==> src/rtl/control_pkg.sv <==
// Shared encodings for the accumulator-machine control sequencer: opcodes, FSM states,
// datapath mux selects and the opcode to ALU-operation mapping.
package control_pkg;

  localparam logic [3:0] OpHalt    = 4'h0;
  localparam logic [3:0] OpLoad    = 4'h1;
  localparam logic [3:0] OpStore   = 4'h2;
  localparam logic [3:0] OpAdd     = 4'h3;
  localparam logic [3:0] OpSub     = 4'h4;
  localparam logic [3:0] OpAnd     = 4'h5;
  localparam logic [3:0] OpOr      = 4'h6;
  localparam logic [3:0] OpXor     = 4'h7;
  localparam logic [3:0] OpJump    = 4'h8;
  localparam logic [3:0] OpJz      = 4'h9;
  localparam logic [3:0] OpShl     = 4'hA;
  localparam logic [3:0] OpShr     = 4'hB;
  localparam logic [3:0] OpClear   = 4'hC;
  localparam logic [3:0] OpLoadi   = 4'hD;
  localparam logic [3:0] OpNop     = 4'hE;
  localparam logic [3:0] OpIllegal = 4'hF;

  typedef enum logic [3:0] {
    StIdle       = 4'd0,
    StFetchAddr  = 4'd1,
    StFetchRead  = 4'd2,
    StFetchIr    = 4'd3,
    StDecode     = 4'd4,
    StMemRead    = 4'd5,
    StMemCapture = 4'd6,
    StExecute    = 4'd7,
    StStoreWrite = 4'd8,
    StHalt       = 4'd9
  } state_e;

  typedef enum logic [2:0] {
    ClsMem,
    ClsStore,
    ClsJump,
    ClsJz,
    ClsAccOp,
    ClsNop,
    ClsHalt,
    ClsIllegal
  } instr_class_e;

  localparam logic PcSelInc      = 1'b0;
  localparam logic PcSelOperand  = 1'b1;
  localparam logic MarSelPc      = 1'b0;
  localparam logic MarSelOperand = 1'b1;
  localparam logic MbrSelMem     = 1'b0;
  localparam logic MbrSelAcc     = 1'b1;

  localparam logic [1:0] AccSelAlu  = 2'd0;
  localparam logic [1:0] AccSelMbr  = 2'd1;
  localparam logic [1:0] AccSelImm  = 2'd2;
  localparam logic [1:0] AccSelZero = 2'd3;

  // Opcodes that do not use the ALU map to 0000.
  function automatic logic [3:0] alu_op_of(input logic [3:0] opcode);
    logic [3:0] op;
    case (opcode)
      OpAdd:   op = 4'b0000;
      OpSub:   op = 4'b0001;
      OpAnd:   op = 4'b1000;
      OpOr:    op = 4'b1001;
      OpXor:   op = 4'b1010;
      OpShl:   op = 4'b0100;
      OpShr:   op = 4'b0101;
      default: op = 4'b0000;
    endcase
    return op;
  endfunction

endpackage

==> src/rtl/control_sequencer_if.sv <==
// Control bundle between the sequencer (master) and the datapath/memory side (slave).
interface control_sequencer_if #(
  parameter int unsigned ADDR_W = 12,
  parameter int unsigned CNT_W  = 16
);
  logic              start;
  logic [ADDR_W+3:0] ir;
  logic              acc_zero;
  logic              pc_write;
  logic              pc_sel;
  logic              mar_write;
  logic              mar_sel;
  logic              mbr_write;
  logic              mbr_sel;
  logic              ir_write;
  logic              acc_write;
  logic [1:0]        acc_sel;
  logic [3:0]        alu_op;
  logic              mem_write_enable;
  logic              halted;
  logic              illegal;
  logic [3:0]        state;
  logic [CNT_W-1:0]  retired;

  modport master (
    input  start, ir, acc_zero,
    output pc_write, pc_sel, mar_write, mar_sel, mbr_write, mbr_sel, ir_write, acc_write,
           acc_sel, alu_op, mem_write_enable, halted, illegal, state, retired
  );

  modport slave (
    output start, ir, acc_zero,
    input  pc_write, pc_sel, mar_write, mar_sel, mbr_write, mbr_sel, ir_write, acc_write,
           acc_sel, alu_op, mem_write_enable, halted, illegal, state, retired
  );
endinterface

==> src/rtl/control_decode.sv <==
// Combinational opcode decoder: instruction class, ALU operation and ACC source select.
module control_decode
  import control_pkg::*;
(
  input  logic [3:0]   opcode_i,
  output instr_class_e iclass_o,
  output logic [3:0]   alu_op_o,
  output logic [1:0]   acc_sel_o
);

  always_comb begin
    iclass_o  = ClsNop;
    acc_sel_o = AccSelAlu;
    alu_op_o  = alu_op_of(opcode_i);
    unique case (opcode_i)
      OpHalt:    iclass_o = ClsHalt;
      OpLoad: begin
        iclass_o  = ClsMem;
        acc_sel_o = AccSelMbr;
      end
      OpStore:   iclass_o = ClsStore;
      OpAdd, OpSub, OpAnd, OpOr, OpXor: iclass_o = ClsMem;
      OpJump:    iclass_o = ClsJump;
      OpJz:      iclass_o = ClsJz;
      OpShl, OpShr: iclass_o = ClsAccOp;
      OpClear: begin
        iclass_o  = ClsAccOp;
        acc_sel_o = AccSelZero;
      end
      OpLoadi: begin
        iclass_o  = ClsAccOp;
        acc_sel_o = AccSelImm;
      end
      OpNop:     iclass_o = ClsNop;
      OpIllegal: iclass_o = ClsIllegal;
    endcase
  end

endmodule

==> src/rtl/control_sequencer.sv <==
// Multi-cycle fetch/decode/execute controller for the 16-bit accumulator machine.
// Owns the FSM, the sticky illegal flag and the retired-instruction counter.
module control_sequencer
  import control_pkg::*;
#(
  parameter int unsigned ADDR_W = 12,
  parameter int unsigned CNT_W  = 16
) (
  input  logic                clk,
  input  logic                reset,
  control_sequencer_if.master bus
);

  state_e           state_q, state_d;
  logic             illegal_q, illegal_d;
  logic [CNT_W-1:0] retired_q, retired_d;
  logic             retire;

  logic [3:0]   opcode;
  instr_class_e dec_class;
  logic [3:0]   dec_alu_op;
  logic [1:0]   dec_acc_sel;

  assign opcode = bus.ir[ADDR_W +: 4];

  control_decode u_decode (
    .opcode_i  (opcode),
    .iclass_o  (dec_class),
    .alu_op_o  (dec_alu_op),
    .acc_sel_o (dec_acc_sel)
  );

  always_comb begin
    state_d              = state_q;
    illegal_d            = illegal_q;
    retire               = 1'b0;
    bus.pc_write         = 1'b0;
    bus.pc_sel           = PcSelInc;
    bus.mar_write        = 1'b0;
    bus.mar_sel          = MarSelPc;
    bus.mbr_write        = 1'b0;
    bus.mbr_sel          = MbrSelMem;
    bus.ir_write         = 1'b0;
    bus.acc_write        = 1'b0;
    bus.acc_sel          = AccSelAlu;
    bus.alu_op           = 4'b0000;
    bus.mem_write_enable = 1'b0;
    bus.halted           = 1'b0;

    unique case (state_q)
      StIdle:      if (bus.start) state_d = StFetchAddr;
      StFetchAddr: begin
        bus.mar_write = 1'b1;
        state_d       = StFetchRead;
      end
      StFetchRead: state_d = StFetchIr;
      StFetchIr: begin
        bus.ir_write = 1'b1;
        bus.pc_write = 1'b1;
        state_d      = StDecode;
      end
      StDecode: begin
        state_d = StFetchAddr;
        unique case (dec_class)
          ClsMem: begin
            bus.mar_write = 1'b1;
            bus.mar_sel   = MarSelOperand;
            state_d       = StMemRead;
          end
          ClsStore: begin
            bus.mar_write = 1'b1;
            bus.mar_sel   = MarSelOperand;
            bus.mbr_write = 1'b1;
            bus.mbr_sel   = MbrSelAcc;
            state_d       = StStoreWrite;
          end
          ClsJump: begin
            bus.pc_write = 1'b1;
            bus.pc_sel   = PcSelOperand;
            retire       = 1'b1;
          end
          ClsJz: begin
            bus.pc_write = bus.acc_zero;
            bus.pc_sel   = bus.acc_zero ? PcSelOperand : PcSelInc;
            retire       = 1'b1;
          end
          ClsAccOp: begin
            bus.acc_write = 1'b1;
            bus.acc_sel   = dec_acc_sel;
            bus.alu_op    = dec_alu_op;
            retire        = 1'b1;
          end
          ClsNop:  retire = 1'b1;
          ClsHalt: begin
            retire  = 1'b1;
            state_d = StHalt;
          end
          ClsIllegal: begin
            illegal_d = 1'b1;
            state_d   = StHalt;
          end
        endcase
      end
      StMemRead: state_d = StMemCapture;
      StMemCapture: begin
        bus.mbr_write = 1'b1;
        bus.mbr_sel   = MbrSelMem;
        state_d       = StExecute;
      end
      StExecute: begin
        bus.acc_write = 1'b1;
        bus.acc_sel   = dec_acc_sel;
        bus.alu_op    = dec_alu_op;
        retire        = 1'b1;
        state_d       = StFetchAddr;
      end
      StStoreWrite: begin
        // A reset landing on this cycle abandons the write.
        bus.mem_write_enable = ~reset;
        retire               = 1'b1;
        state_d              = StFetchAddr;
      end
      StHalt:  bus.halted = 1'b1;
      default: state_d = StIdle;
    endcase

    retired_d = retired_q + CNT_W'(retire);
  end

  always_ff @(posedge clk) begin
    if (reset) begin
      state_q   <= StIdle;
      illegal_q <= 1'b0;
      retired_q <= '0;
    end else begin
      state_q   <= state_d;
      illegal_q <= illegal_d;
      retired_q <= retired_d;
    end
  end

  assign bus.state   = state_q;
  assign bus.illegal = illegal_q;
  assign bus.retired = retired_q;

endmodule

==> src/flat_wrapper.sv <==
// flat-port wrapper written by rule: the top's interface ports become plain ports
module control_sequencer_flat import control_pkg::*;
#(
  parameter int unsigned ADDR_W = 12,
  parameter int unsigned CNT_W  = 16
)
  (clk, reset, bus_start, bus_ir, bus_acc_zero, bus_pc_write, bus_pc_sel, bus_mar_write, bus_mar_sel, bus_mbr_write, bus_mbr_sel, bus_ir_write, bus_acc_write, bus_acc_sel, bus_alu_op, bus_mem_write_enable, bus_halted, bus_illegal, bus_state, bus_retired);
  control_sequencer_if #(.ADDR_W(ADDR_W), .CNT_W(CNT_W)) bus_i ();
  input  logic clk;
  input  logic reset;
  input wire logic [$bits(bus_i.start)-1:0] bus_start;
  input wire logic [$bits(bus_i.ir)-1:0] bus_ir;
  input wire logic [$bits(bus_i.acc_zero)-1:0] bus_acc_zero;
  output wire logic [$bits(bus_i.pc_write)-1:0] bus_pc_write;
  output wire logic [$bits(bus_i.pc_sel)-1:0] bus_pc_sel;
  output wire logic [$bits(bus_i.mar_write)-1:0] bus_mar_write;
  output wire logic [$bits(bus_i.mar_sel)-1:0] bus_mar_sel;
  output wire logic [$bits(bus_i.mbr_write)-1:0] bus_mbr_write;
  output wire logic [$bits(bus_i.mbr_sel)-1:0] bus_mbr_sel;
  output wire logic [$bits(bus_i.ir_write)-1:0] bus_ir_write;
  output wire logic [$bits(bus_i.acc_write)-1:0] bus_acc_write;
  output wire logic [$bits(bus_i.acc_sel)-1:0] bus_acc_sel;
  output wire logic [$bits(bus_i.alu_op)-1:0] bus_alu_op;
  output wire logic [$bits(bus_i.mem_write_enable)-1:0] bus_mem_write_enable;
  output wire logic [$bits(bus_i.halted)-1:0] bus_halted;
  output wire logic [$bits(bus_i.illegal)-1:0] bus_illegal;
  output wire logic [$bits(bus_i.state)-1:0] bus_state;
  output wire logic [$bits(bus_i.retired)-1:0] bus_retired;
  assign bus_i.start = bus_start;
  assign bus_i.ir = bus_ir;
  assign bus_i.acc_zero = bus_acc_zero;
  assign bus_pc_write = bus_i.pc_write;
  assign bus_pc_sel = bus_i.pc_sel;
  assign bus_mar_write = bus_i.mar_write;
  assign bus_mar_sel = bus_i.mar_sel;
  assign bus_mbr_write = bus_i.mbr_write;
  assign bus_mbr_sel = bus_i.mbr_sel;
  assign bus_ir_write = bus_i.ir_write;
  assign bus_acc_write = bus_i.acc_write;
  assign bus_acc_sel = bus_i.acc_sel;
  assign bus_alu_op = bus_i.alu_op;
  assign bus_mem_write_enable = bus_i.mem_write_enable;
  assign bus_halted = bus_i.halted;
  assign bus_illegal = bus_i.illegal;
  assign bus_state = bus_i.state;
  assign bus_retired = bus_i.retired;
  control_sequencer #(.ADDR_W(ADDR_W), .CNT_W(CNT_W)) u_core (.clk(clk), .reset(reset), .bus(bus_i));
endmodule
==> config.mk <==
export PLATFORM = sky130hd
export DESIGN_NAME = control_sequencer_flat
export DESIGN_NICKNAME = d
export VERILOG_FILES = /design/src/rtl/control_pkg.sv /design/src/rtl/control_sequencer_if.sv /design/src/rtl/control_decode.sv /design/src/rtl/control_sequencer.sv /design/src/flat_wrapper.sv
export SDC_FILE = /design/constraint.sdc
export NUM_CORES = 1
export LEC_CHECK = 0
export BUFFER_PORTS_ARGS = -buffer_cell sky130_fd_sc_hd__buf_2
export CAP_MARGIN = 20
export CELL_PAD_IN_SITES_DETAIL_PLACEMENT = 0
export CELL_PAD_IN_SITES_GLOBAL_PLACEMENT = 1
export CORE_MARGIN = 8
export CORE_UTILIZATION = 25
export CTS_CLUSTER_SIZE = 8
export DETAILED_ROUTE_END_ITERATION = 8
export PLACE_DENSITY_LB_ADDON = 0.1
export SLEW_MARGIN = 20
export SYNTH_ARGS = -nofsm -noshare
export SYNTH_HDL_FRONTEND = slang
export SYNTH_SLANG_ARGS = --single-unit
==> constraint.sdc <==
create_clock -name clk -period 2.2 [get_ports clk]
set_input_delay 0.11 -clock clk [delete_from_list [all_inputs] [get_ports clk]]
set_output_delay 0.11 -clock clk [all_outputs]
set_load 0.005 [all_outputs]
==> results.sh, run 1 <==
export IMPL_synth_warnings=0
export IMPL_synth_ff_type="sky130_fd_sc_hd__dfxtp_1"
export IMPL_yosysTopAreaCell="sky130_fd_sc_hd__dfxtp_1"
export IMPL_setup_worst_path_start_class="flop"
export IMPL_grt_ovfl_total=0
export IMPL_highest_layer="met4"
export IMPL_worst_pin_slew_ps=432
export IMPL_drt_vias_per_instance=4.90
export IMPL_die_width_um=85.2
export IMPL_detail_route_drc_violations=0
export IMPL_layout_cells_most_common="sky130_fd_sc_hd__buf_2"
export IMPL_critical_path_max_fanout=3
export IMPL_clk_path_buf_depth=2
export IMPL_num_antenna_cells=0
export IMPL_unrepaired_setup_endpoints_after_global_routing="yes"
export IMPL_regToRegSetupSlack_ps=70
export IMPL_routed_wire_length_per_instance_um=13.5
export IMPL_hold_slack_ps=196
export IMPL_gp_congestion=0.721
export IMPL_vias=1363
export IMPL_syn_nets=181
export IMPL_r2r_end="u_core.bus.retired[13]"
export IMPL_io_buffers=44
export IMPL_hold_path_end="u_core.bus.illegal"
export IMPL_crit_arrival_ps=2330
export IMPL_class_of_the_worst_hold_path="primary input to flop"
export IMPL_synth_distinct_cells=37
export IMPL_yosys_register_bits=21
export IMPL_drt_pass1_iterations=4
export IMPL_final_period_utilization=0.967
export IMPL_deepest_level_of_the_cts_h_tree=1
export IMPL_static_leakage_power_nw=0.800
export IMPL_final_max_slew_violation_count=0
export IMPL_yosys_top_cells_area="sky130_fd_sc_hd__dfxtp_1 (35%), sky130_fd_sc_hd__nor2_1 (8.2%), sky130_fd_sc_hd__xnor2_1 (8.0%)"
export IMPL_numPlacedInstances=271
export IMPL_layout_common_cells="sky130_fd_sc_hd__buf_2 (44), sky130_fd_sc_hd__buf_4 (26), sky130_fd_sc_hd__nor2_1 (25)"
export IMPL_ys_async_sr_fraction=0
export IMPL_final_util=0.383
export IMPL_cp_num_buf_inv=2
export IMPL_r2r_worst_path_cells=10
export IMPL_route_met2_wl_um=1780
export IMPL_hold_path_startpoint="bus_ir[15]"
export IMPL_relSlewSlack=0.712
export IMPL_num_io_pins=57
export IMPL_dp_hpwl_um=2890
export IMPL_tns_ps=0
export IMPL_crit_path_top_delay_cell="sky130_fd_sc_hd__or4_4"
export IMPL_worst_clock_skew_ps=3.87
export IMPL_fin_nets=247
export IMPL_end_kind="flop"
export IMPL_synthesis_instances=159
export IMPL_final_antenna_net_count=0
export IMPL_critical_path_cell_sequence="buf_4, nor2b_4, nand2_2, o211ai_1, ha_2, buf_4, nand4_1, or2_4, or4_4, a21oi_2"
export IMPL_cts_root_buf="sky130_fd_sc_hd__clkbuf_8"
export IMPL_clock_latency_ps=260
export IMPL_setup_violations_final=0
export IMPL_cts_sinks=21
export IMPL_max_capacitance_violation_count=0
export IMPL_grt_total_usage=0.106
export IMPL_floorplan_rows=25
export IMPL_die_area_um2=7260
export IMPL_critical_path_max_stage_delay_ps=420
export IMPL_post_route_cells_drive_above_1_share=0.424
export IMPL_final_cell_count_no_fill=278
export IMPL_placeableCoreArea_um2=4660
export IMPL_drt_wl_total_um=3760
export IMPL_crit_family="simple AND/OR/NAND/NOR gates"
export IMPL_timing_hold_worst_path_depth=3
export IMPL_syn_cell_area_um2=1200
export IMPL_share_of_the_synthesized_area_in_the_top_cell_type=0.351
export IMPL_cts_buffers_inserted=3
export IMPL_first_global_vias=1337
export IMPL_peakVddDrop_mv=0.254
export IMPL_flow_area_growth_from_synthesis_pct=48.9
export IMPL_setup_worst_path_start="u_core.bus.state[2]"
export IMPL_power_per_cell_area_nw_per_um2=479
export IMPL_detailroute_wirelength_met3_um=223
export IMPL_clock_pin_slew_of_the_registers_on_the_worst_case_setup_and_hold_paths_ps=80
export IMPL_finalCriticalPeriod_ps=2130
export IMPL_rr_startpoint="u_core.bus.state[2]"
export IMPL_starting_density=0.257
export IMPL_criticalPathCategory="flop to flop"
export IMPL_max_clock_freq_ghz=0.470
export IMPL_synth_area_per_cell_um2=7.53
export IMPL_synth_enable_flop_cells=0
export IMPL_critical_path_data_required_time_ps=2400
export IMPL_total_routed_wire_length_on_the_met1_layer_um=1740
export IMPL_grt_first_pass_wirelength_um=6420
export IMPL_seq_area_frac_synth=0.351
export IMPL_tritoncts="done"
export IMPL_final_hold_viol_count=0
export IMPL_worst_path_most_repeated_cell="sky130_fd_sc_hd__buf_4"
export IMPL_grt_antenna_before_repair=0
export IMPL_drt_first_iter_violations=78
export IMPL_pin_count_of_the_biggest_net_entering_global_routing=23
export IMPL_p_total_uw=854
export IMPL_cts_hold_fix_buffers=0
export IMPL_die_height_um=85.2
export IMPL_fill_cell_total_of_the_finished_layout=506
export IMPL_status="finished, final reports clean"
==> final cells by class <==
class	count	area [um^2]	share of cell area
clock buffers	3	41.3	0.0232
clock inverters	1	5.00	0.00281
inverters	7	26.3	0.0147
multi-input cells	121	788	0.442
flip-flops and latches	21	428	0.240
well taps	54	67.6	0.0379
repair buffers	71	427	0.239
==> power by group <==
part,leakage (nW),total [mW],switching (mW),internal (mW)
Clock,0.0255,0.257,0.131,0.126
Sequential,0.172,0.406,0.0140,0.392
Combinational,0.603,0.191,0.0963,0.0945
==> flip-flops by register name, summed over array words and instances (netlist names) <==
signal and count:
u_core.bus.retired 16, u_core.bus.state 4, u_core.bus.illegal 1
==> metal layers <==
layer / track usage / up-vias
met5: 0 / -
met4: 0.0194 / 0
met3: 0.0376 / 2
met2: 0.178 / 33
met1: 0.127 / 644
li1: - / 684
==> repair_timing <==
item,in CTS,in global routing
setup endpoints to repair,3,6
buffers inserted,1,2
resized for setup,6,17
pin swaps,1,7
==> Yosys cell counts (2+ instances only) <==
| cell type | n |
|---|---|
| sky130_fd_sc_hd__nor2_1 | 26 |
| sky130_fd_sc_hd__dfxtp_1 | 21 |
| sky130_fd_sc_hd__nand2_1 | 13 |
| sky130_fd_sc_hd__nor3_1 | 13 |
| sky130_fd_sc_hd__xnor2_1 | 11 |
| sky130_fd_sc_hd__a21oi_1 | 8 |
| sky130_fd_sc_hd__inv_1 | 7 |
| sky130_fd_sc_hd__nand3_1 | 7 |
| sky130_fd_sc_hd__clkbuf_1 | 5 |
| sky130_fd_sc_hd__nor2b_1 | 4 |
| sky130_fd_sc_hd__nor4_1 | 4 |
| sky130_fd_sc_hd__buf_2 | 3 |
| sky130_fd_sc_hd__nand4_1 | 3 |
| sky130_fd_sc_hd__o21ai_0 | 3 |
| sky130_fd_sc_hd__xor2_1 | 3 |
| sky130_fd_sc_hd__a31oi_1 | 2 |
| sky130_fd_sc_hd__buf_1 | 2 |
| sky130_fd_sc_hd__ha_1 | 2 |
| sky130_fd_sc_hd__nor3b_1 | 2 |
| sky130_fd_sc_hd__o211ai_1 | 2 |
| sky130_fd_sc_hd__or4_1 | 2 |
==> worst max-delay path by stage <==
| stage | endpoint | slack, ps | cells past startpoint |
|---|---|---|---|
| after CTS | u_core.bus.retired[13] | 20 | 9 |
| after detailed placement | u_core.bus.retired[14] | -100 | 9 |
| after floorplan | u_core.bus.retired[14] | 10 | 10 |
| final | u_core.bus.retired[13] | 70 | 10 |
| after global placement | u_core.bus.retired[14] | -40 | 9 |
| after global routing | u_core.bus.retired[13] | -50 | 9 |
==> worst register-to-register path: stages, from the launching register on <==
cell and delay (ps):
sky130_fd_sc_hd__dfxtp_2 340, sky130_fd_sc_hd__buf_4 150, sky130_fd_sc_hd__nor2b_4 120, sky130_fd_sc_hd__nand2_2 80, sky130_fd_sc_hd__o211ai_1 100, sky130_fd_sc_hd__ha_2 230, sky130_fd_sc_hd__buf_4 110, sky130_fd_sc_hd__nand4_1 120
sky130_fd_sc_hd__or2_4 280, sky130_fd_sc_hd__or4_4 420, sky130_fd_sc_hd__a21oi_2 120
==> metrics by stage <==
step / setup slack [ps] / cell area (um^2)
after CTS: 17.9 / 1700
after global placement: -39.0 / 1620
after global routing: -54.2 / 1780
after detailed placement: -95.7 / 1620
final: 71.7 / 1780
after floorplan: 14.4 / 1200
==> cell families (layout without fill, tap and decap cells) <==
logic type / count (synthesis) / count (layout) / synth area share
AOI/OAI and AO/OA: 21 / 21 / 0.114
buffers and inverters: 17 / 82 / 0.0564
adders and majority gates: 2 / 2 / 0.0209
xor gates and xnor gates: 14 / 14 / 0.102
DFF: 21 / 21 / 0.351
and+or+nand+nor: 84 / 84 / 0.355
(Power assumes the default switching activity.)
==> run 2, diff against run 1 <==
Settings changed: CORE_ASPECT_RATIO set to 1.4.
==> results.sh, run 2 (synthesis gave the netlist of run 1 again) <==
export IMPL_status="finished, final reports clean"
export IMPL_die_width_um=74.5
export IMPL_die_height_um=97.9
export IMPL_setup_violations_final=0
export IMPL_drt_wl_total_um=3680
export IMPL_detail_route_drc_violations=0
export IMPL_floorplan_rows=30
export IMPL_starting_density=0.253
export IMPL_clk_path_buf_depth=2
export IMPL_final_period_utilization=0.961
export IMPL_drt_vias_per_instance=4.67
export IMPL_io_buffers=44
export IMPL_deepest_level_of_the_cts_h_tree=1
export IMPL_setup_worst_path_start_class="flop"
export IMPL_tritoncts="done"
export IMPL_layout_common_cells="sky130_fd_sc_hd__buf_2 (44), sky130_fd_sc_hd__nor2_1 (25), sky130_fd_sc_hd__buf_4 (22)"
export IMPL_grt_use_met3=0.0215
export IMPL_post_route_cells_drive_above_1_share=0.400
export IMPL_drt_pass1_iterations=2
export IMPL_final_util=0.371
export IMPL_use_met2=0.184
export IMPL_max_capacitance_violation_count=0
export IMPL_drt_first_iter_violations=22
export IMPL_first_global_vias=1373
export IMPL_static_leakage_power_nw=0.774
export IMPL_fin_nets=243
export IMPL_end_kind="flop"
export IMPL_critical_path_max_fanout=4
export IMPL_cts_root_buf="sky130_fd_sc_hd__clkbuf_8"
export IMPL_fill_cell_total_of_the_finished_layout=534
export IMPL_num_antenna_cells=0
export IMPL_largest_register_ff_count=16
export IMPL_final_max_slew_violation_count=0
export IMPL_grt_antenna_before_repair=0
export IMPL_clock_latency_ps=250
export IMPL_worst_clock_skew_ps=3.31
export IMPL_worst_pin_slew_ps=436
export IMPL_layout_cells_most_common="sky130_fd_sc_hd__buf_2"
export IMPL_peakVddDrop_mv=0.185
export IMPL_criticalPathCategory="flop to flop"
export IMPL_vias=1326
export IMPL_routed_wire_length_per_instance_um=12.9
export IMPL_critical_path_data_required_time_ps=2390
export IMPL_grt_peak_use_layer="met2"
export IMPL_finalCriticalPeriod_ps=2110
export IMPL_relSlewSlack=0.709
export IMPL_class_of_the_worst_hold_path="primary input to flop"
export IMPL_max_clock_freq_ghz=0.473
export IMPL_cts_sinks=21
export IMPL_grt_ovfl_total=0
export IMPL_grt_total_usage=0.104
export IMPL_unrepaired_setup_endpoints_after_global_routing="yes"
export IMPL_final_hold_viol_count=0
export IMPL_global_route_usage_met1=0.110
export IMPL_clock_pin_slew_of_the_registers_on_the_worst_case_setup_and_hold_paths_ps=70
export IMPL_gp_congestion=0.746
export IMPL_grt_first_pass_wirelength_um=6180
export IMPL_placeableCoreArea_um2=4730
export IMPL_flow_area_growth_from_synthesis_pct=46.6
export IMPL_num_io_pins=57
export IMPL_tns_ps=0
export IMPL_cts_buffers_inserted=3
export IMPL_dp_hpwl_um=2870
export IMPL_pin_count_of_the_biggest_net_entering_global_routing=23
export IMPL_power_per_cell_area_nw_per_um2=473
export IMPL_crit_arrival_ps=2300
export IMPL_die_area_um2=7290
export IMPL_final_antenna_net_count=0
## run 2: cell types whose count changed in the layout (fill, tap and decap cells not counted)
cell	change
sky130_fd_sc_hd__dfxtp_2	-1
sky130_fd_sc_hd__nor2b_4	-1
sky130_fd_sc_hd__buf_4	-4
sky130_fd_sc_hd__nand2_2	-1
sky130_fd_sc_hd__nor2b_2	+1
sky130_fd_sc_hd__clkbuf_1	+1
sky130_fd_sc_hd__nand2_1	+1
sky130_fd_sc_hd__clkinv_2	-1
sky130_fd_sc_hd__dfxtp_1	+1
## run 2: layout make-up
type / count / area (um^2) / area share
clock buffers: 4 / 45.0 / 0.0257
inverters: 7 / 26.3 / 0.0150
multi-input cells: 121 / 781 / 0.445
flip-flops and latches: 21 / 427 / 0.243
well taps: 64 / 80.1 / 0.0456
repair buffers: 67 / 397 / 0.226
## run 2: power breakdown
| part | switching (mW) | leakage [nW] | total, mW | internal (mW) |
|---|---|---|---|---|
| combinational | 0.0953 | 0.580 | 0.183 | 0.0874 |
| clock | 0.118 | 0.0228 | 0.247 | 0.129 |
| sequential | 0.0114 | 0.171 | 0.401 | 0.390 |
## run 2: timing repair
item / CTS / global route
setup endpoints to repair: 0 / 6
buffers inserted: 0 / 5
resized for setup: 0 / 20
hold buffers: 0 / 0
## run 2: final timing paths
path / startpoint / to / slack [ps] / depth (start not counted)
max reg2reg: u_core.bus.state[2] / u_core.bus.retired[13] / 90 / 9
max: u_core.bus.state[2] / u_core.bus.retired[13] / 90 / 9
min: bus_ir[15] / u_core.bus.illegal / 190 / 3
min reg2reg: u_core.bus.state[3] / u_core.bus.state[1] / 480 / 1
## run 2: worst max-delay path: stages (launching register included)
cell                       delay [ps]
sky130_fd_sc_hd__dfxtp_4          370
sky130_fd_sc_hd__nor2b_4          150
sky130_fd_sc_hd__nand2_2           60
sky130_fd_sc_hd__o211ai_1         200
sky130_fd_sc_hd__ha_2             220
sky130_fd_sc_hd__buf_6            100
sky130_fd_sc_hd__nand4_1          120
sky130_fd_sc_hd__or2_4            280
sky130_fd_sc_hd__or4_4            420
sky130_fd_sc_hd__a21oi_2          130
## run 2: metal layers
layer  up-vias  share of wire
met5         -              0
met4         0          0.021
met3         4          0.045
met2        27           0.53
met1       625           0.40
li1        670              -
## run 2: stage by stage
step                      area, um^2  std cells  setup slack [ps]  hold WS (ps)  power, mW
after floorplan                 1200        159              14.4           182      0.497
after global placement          1590        275              82.0           444      0.566
after detailed placement        1590        275              32.3           461      0.566
after CTS                       1640        279              8.87           175      0.819
after global routing            1760        284             -59.1           209      0.885
final                           1760        284              86.4           186      0.831
